==> src/rtl/eth_pkg.sv <==
// Shared Ethernet definitions: receive FSM states, framing constants and the
// byte-wise CRC32 update used by both the frame generators and the checker.
package eth_pkg;

  typedef enum logic [1:0] {
    IDLE,
    PREAMBLE,
    BODY,
    DROP
  } rx_state_t;

  localparam logic [7:0]  PREAMBLE_BYTE = 8'h55;
  localparam logic [7:0]  SFD_BYTE      = 8'hD5;
  localparam logic [31:0] CRC_INIT      = 32'hFFFF_FFFF;
  localparam logic [31:0] CRC_POLY      = 32'h04C1_1DB7;

  // MSB-first register fed LSB-first: bit 31 holds the first FCS bit on the wire
  function automatic logic [31:0] eth_crc32_8d(input logic [31:0] crc, input logic [7:0] data);
    logic [31:0] c;
    c = crc;
    for (int i = 0; i < 8; i++) begin
      if (c[31] ^ data[i]) c = {c[30:0], 1'b0} ^ CRC_POLY;
      else                 c = {c[30:0], 1'b0};
    end
    return c;
  endfunction

endpackage

==> src/rtl/eth_rx_fcs_check.sv <==
// Four-byte delay line ahead of the CRC so the trailing FCS is never folded in;
// compares the held FCS against the running CRC and exposes the last pre-FCS byte.
module eth_rx_fcs_check
  import eth_pkg::*;
(
  input  logic       clk,
  input  logic       rst,
  input  logic       clear,
  input  logic       byte_en,
  input  logic [7:0] data,
  output logic       crc_ok,
  output logic [7:0] seq_byte
);

  logic [3:0][7:0] dl_q, dl_d;
  logic [2:0]      fill_q, fill_d;
  logic [31:0]     crc_q, crc_d;
  logic [7:0]      seq_q, seq_d;

  always_comb begin
    dl_d   = dl_q;
    fill_d = fill_q;
    crc_d  = crc_q;
    seq_d  = seq_q;
    if (clear) begin
      dl_d   = '0;
      fill_d = 3'd0;
      crc_d  = CRC_INIT;
      seq_d  = 8'h00;
    end else if (byte_en) begin
      dl_d = {dl_q[2:0], data};
      if (fill_q == 3'd4) begin
        crc_d = eth_crc32_8d(crc_q, dl_q[3]);
        seq_d = dl_q[3];
      end else begin
        fill_d = fill_q + 3'd1;
      end
    end
  end

  always_ff @(posedge clk) begin
    if (rst) begin
      dl_q   <= '0;
      fill_q <= 3'd0;
      crc_q  <= CRC_INIT;
      seq_q  <= 8'h00;
    end else begin
      dl_q   <= dl_d;
      fill_q <= fill_d;
      crc_q  <= crc_d;
      seq_q  <= seq_d;
    end
  end

  // dl_q[3] is the first FCS byte; each received bit must be the complement of the CRC bit
  always_comb begin
    crc_ok = (fill_q == 3'd4);
    for (int j = 0; j < 4; j++) begin
      for (int k = 0; k < 8; k++) begin
        if (dl_q[3-j][k] == crc_q[31-8*j-k]) crc_ok = 1'b0;
      end
    end
  end

  assign seq_byte = seq_q;

endmodule

==> config.mk <==
export PLATFORM = sky130hd
export DESIGN_NAME = eth_rx_fcs_check
export DESIGN_NICKNAME = d
export VERILOG_FILES = /design/src/rtl/eth_pkg.sv /design/src/rtl/eth_rx_fcs_check.sv
export SDC_FILE = /design/constraint.sdc
export NUM_CORES = 1
export LEC_CHECK = 0
export BUFFER_PORTS_ARGS = -buffer_cell sky130_fd_sc_hd__buf_2
export CAP_MARGIN = 20
export CORE_MARGIN = 5
export CORE_UTILIZATION = 50
export DETAILED_ROUTE_END_ITERATION = 7
export GPL_TIMING_DRIVEN = 0
export PLACE_DENSITY = 0.67
export SYNTH_ARGS = -nofsm -noshare
export SYNTH_HDL_FRONTEND = slang
export SYNTH_SLANG_ARGS = --single-unit
==> constraint.sdc <==
create_clock -name clk -period 2.82 [get_ports clk]
set_input_delay 0.564 -clock clk [delete_from_list [all_inputs] [get_ports clk]]
set_output_delay 0.564 -clock clk [all_outputs]
set_load 0.03 [all_outputs]
# After elaboration in Yosys (flattened, before gate mapping)
# Cells that the tools add are included.
# classes
n_bitwise,17
n_mux,61
eq_ne,33
addsub,1
reduce_logical,3
# ops
op,count
32-bit two-way mux,21
27-bit two-way mux,8
14-bit NOT,8
1-bit == test,32
1-bit two-way mux,32
1-bit bitwise XOR,8
2-bit AND reduction,2
3-bit by 1-bit adder with 3-bit output (second input constant),1
3-bit == test (second input constant),1
2-bit OR reduction,1
1-bit NOT,1
# word_totals
ff_bits,75
out_inout_bits,9

# Longest topological paths before layout
# depth
depth_word,37
depth_mapped,6
mapped_depth_nobuf,6

# Worst setup path after synthesis
# No wires, ideal clock.
# synth_path
path_type,register to output
startpoint,reg dl_q[31] (netlist name)
endpoint,out crc_ok
required_time_ps,2256
n_path_buf,0
t_arrival_ps,1996
stages_incl_launch_ff,5
path_slack_ps,260
path_cell_list,dfxtp_1 > xnor2_4 > nor4_1 > nand4_1 > nor4_1
# synth_between
elab_chain_cells,26
# synth_rtl
item,line,source
start: declaration,eth_rx_fcs_check.sv:15,"logic [3:0][7:0] dl_q, dl_d;"
start signal: assignment,eth_rx_fcs_check.sv:48,dl_q <= dl_d;
1-bit == test,eth_rx_fcs_check.sv:60,if (dl_q[3-j][k] == crc_q[31-8*j-k]) crc_ok = 1'b0;
1-bit two-way mux (25 in a row),eth_rx_fcs_check.sv:60,
end: declaration,eth_rx_fcs_check.sv:11,"output logic crc_ok,"
# Every way passes these cells.

# Worst setup path after layout
# layout_path
startpoint,reg dl_q[25] (netlist name)
endpoint,out crc_ok
# layout_between
elab_chain_cells,32
# layout_rtl
item,line
1-bit == test,eth_rx_fcs_check.sv:60
1-bit two-way mux (31 in a row),eth_rx_fcs_check.sv:60
# Every way passes these cells.

==> implementation parameters <==
Parameter                              Value

Logic synthesis
  Yosys top cell by area    dfxtp_1
  Most area-consuming cells after synthesis    dfxtp_1 (39%), xnor2_1 (9.9%), mux2i_1 (8.2%)
  Async set or reset register ratio after synthesis    0%
  Synth Net Count    378
  Flops & latches, synth    75
  Prevailing post-synth register cell    dfxtp_1
  Seq/Total Area, Yosys    38.6%
  Post-synth EDFFs    0
  Fraction of synthesized cell area taken by the top area cell type    38.6%
  Yosys Warn Count    0
  Post-synthesis instance area    0.00389 mm²
  Syn avg cell area    10.7 µm²
  Count of mapped cells out of synthesis    364
  Number of distinct standard cells referenced by the synthesized netlist    28

Power and ir drop
  Worst IR Drop VDD    0.360 mV
  Overall Power    2070 µW
  Power share of the clock group    44.4%
  Comb power frac    3.9%
  Power density cells    477 mW/mm²
  Part of the total power dissipated in sequential elements    51.7%
  Net switching power of the design    473 µW
  Internal Power    1600 µW
  Leakage power    0.00187 µW
  Fraction of power spent switching nets    22.8%

CTS
  Cts bufs inserted    9
  Number of hold-repair buffers added at the cts stage    0
  Post-CTS repair timing setup buffer count    0
  Worst-skew pair later-pin latency    360 ps
  Maximum buffer depth of the clock tree    2
  Sink Count    75
  Root Buffer Master    clkbuf_8
  Number of H-tree levels    3
  Post-cts resize count    0
  CTS tree    built
  Clock transition at the registers of the reported paths    80 ps

Layout
  Count of antenna diodes in the layout    0
  P&R area growth vs syn    11.4%
  Ratio of cells with drive above 1 in the final layout    12.8%
  Number of nets in the layout    409
  Layout Cells excl Fill    502
  Final design utilization    56.7%

Routing
  Routed wire length    8780 µm
  Average vias per placed instance    5.25
  Post-DRT Antenna Nets    0
  Detailed-route wire length per cell    17.5 µm
  Routed via count    2635
  Number of design rule violations left after detail routing    0
  Pre-antenna DRT Iters    4
  Initial detailed-routing violation count    177

Floorplan
  Initial standard-cell utilization of the core    50.9%
  Chip width    98.2 µm
  Total Die Area    0.00965 mm²
  # IOs    21
  Number of placement rows    32
  Die outline height    98.2 µm
  Core region area    0.00765 mm²

Place
  Dpl cells    486
  Worst slack, placed    485 ps
  Final weighted congestion of routability-driven global placement    0.883
  Port Buffers    20
  Half-perimeter wire length after placement    6580 µm

STA
  Clock period minus final worst setup slack    2660 ps
  Worst path setup slack after routing    164 ps
  Hold Violations, Final    0
  Worst clock skew    10.5 ps
  Unrepaired setup endpoints after global routing    no
  Pins Over Slew Limit    0
  Fraction of the cycle the final worst path needs    94.2%
  Maximum clock frequency    376 MHz
  Final setup violation count    0
  Transition time at the pin with the least slew margin    821 ps
  Max-slew headroom    45.2%
  Sum Neg Setup Slack    0 ps

Global route
  Leftover overflow at the end of global routing    0
  GRT Total Usage    19.2%
  Vias in the first global route    2553
  Maximum number of pins on one net before global-route repair    14
  Antenna violations before repair    0
  First-pass GRT wire length    14200 µm

Setup path
  Crit path launch    dl_q[25]$_SDFFE_PP0P_
  Depth of the worst register-to-register path    4
  CP Launch Type    register
  Critical Setup Path Class    register to primary output
  Arrival time worst endpoint    2090 ps
  Required time at the endpoint of the critical path    2260 ps
  Setup crit end kind    primary output
  Startpoint of the most critical register-to-register path    dl_q[24]$_SDFFE_PP0P_
  Max FO, Critical Path    8

Status
  Outcome    finished, final reports clean

Hold path
  HP Start    data[1]
  Depth of the worst hold-timing path    3
  Type of the most critical hold path    primary input to register

Flow run
  Max capacitance violation total    0
layout make-up:
type	count	area, µm²
Fill cell	654	3310
Multi-Input combinational cell	268	2310
Sequential cell	75	1500
Clock buffer	10	128
Tap cell	102	128
Timing Repair Buffer	20	100
Clock inverter	6	88.8
Buffer	19	71.3
Inverter	2	7.51
layer usage:
metal  global-route usage (%)  vias up  wire length (µm)
met5                        0        -                 0
met3                     4.07       15               427
li1                         -     1310                 -
met2                     29.0       62              4030
met4                     9.14        0               192
met1                     26.2     1248              4140
through the flow:
step	hold slack (ps)	instance area [µm²]
2_1_floorplan	453	3890
3_3_place_gp	443	4120
3_5_place_dp	445	4120
4_1_cts	423	4340
5_1_grt	431	4340
6_report	431	4340
synthesized netlist by cell type, drive strengths merged, types with 5 or more instances:
cell,number
dfxtp,75
xnor2,57
nand2,39
nor2,37
mux2i,32
a21oi,21
o211ai,19
clkbuf,14
xnor3,13
xor2,13
nor4,8
o21ai,7
buf,5
nor3,5
xor3,5
layout by cell type, fill, tap and decap left out, drive strengths merged:
cell type,n
nand2,39
nand3,2
nand4,2
or2,1
a21oi,21
buf,25
o21ai,7
bufinv,2
inv,3
and4b,1
xor2,13
xnor2,57
clkbuf,24
clkinvlp,2
dfxtp,75
xnor3,13
a2bb2oi,2
clkinv,1
ha,2
nor3,5
mux2i,32
nor2,37
nor4,8
o211ai,19
xor3,5
a21bo,1
and3,1
worst paths after layout:
check	end	slack [ps]
hold reg to reg	seq_byte[7]$_SDFFE_PP0P_	450
setup reg to reg	crc_q[6]$_SDFFE_PP1P_	870
setup / recovery	crc_ok	160
hold / removal	dl_q[1]$_SDFFE_PP0P_	430
flip-flops by register name, indices dropped and copies added, names as in the netlist:
signal	cells
crc_q	32
dl_q	32
fill_q	3
seq_byte	8
worst max-delay path, stage by stage (launching register included):
cell and delay, ps:
dfxtp_1 510, xnor2_4 230, nor4_1 290, nand4_1 130, nor4_1 310, buf_2 260
cells by family after synthesis:
group                    count (synthesis)  synth area share (%)
AND/OR/NAND/NOR                         96                  10.4
XOR/XNOR                                88                  32.1
flip-flops                              75                  38.6
AO/OA/AOI/OAI                           50                  7.97
multiplexers                            32                  8.23
buffers and inverters                   21                  2.03
adder cells (fa/ha/maj)                  2                 0.643
power groups by stage:
stage	sequential [µW]	clock (µW)	combinational [µW]
detailed placement	1100	0	81.3
global route	1070	992	88.5
finish	1070	919	80.5
CTS	1070	934	81.5
global placement	1100	0	80.4
floorplan	1090	0	57.9
(Power assumes the default switching activity.)
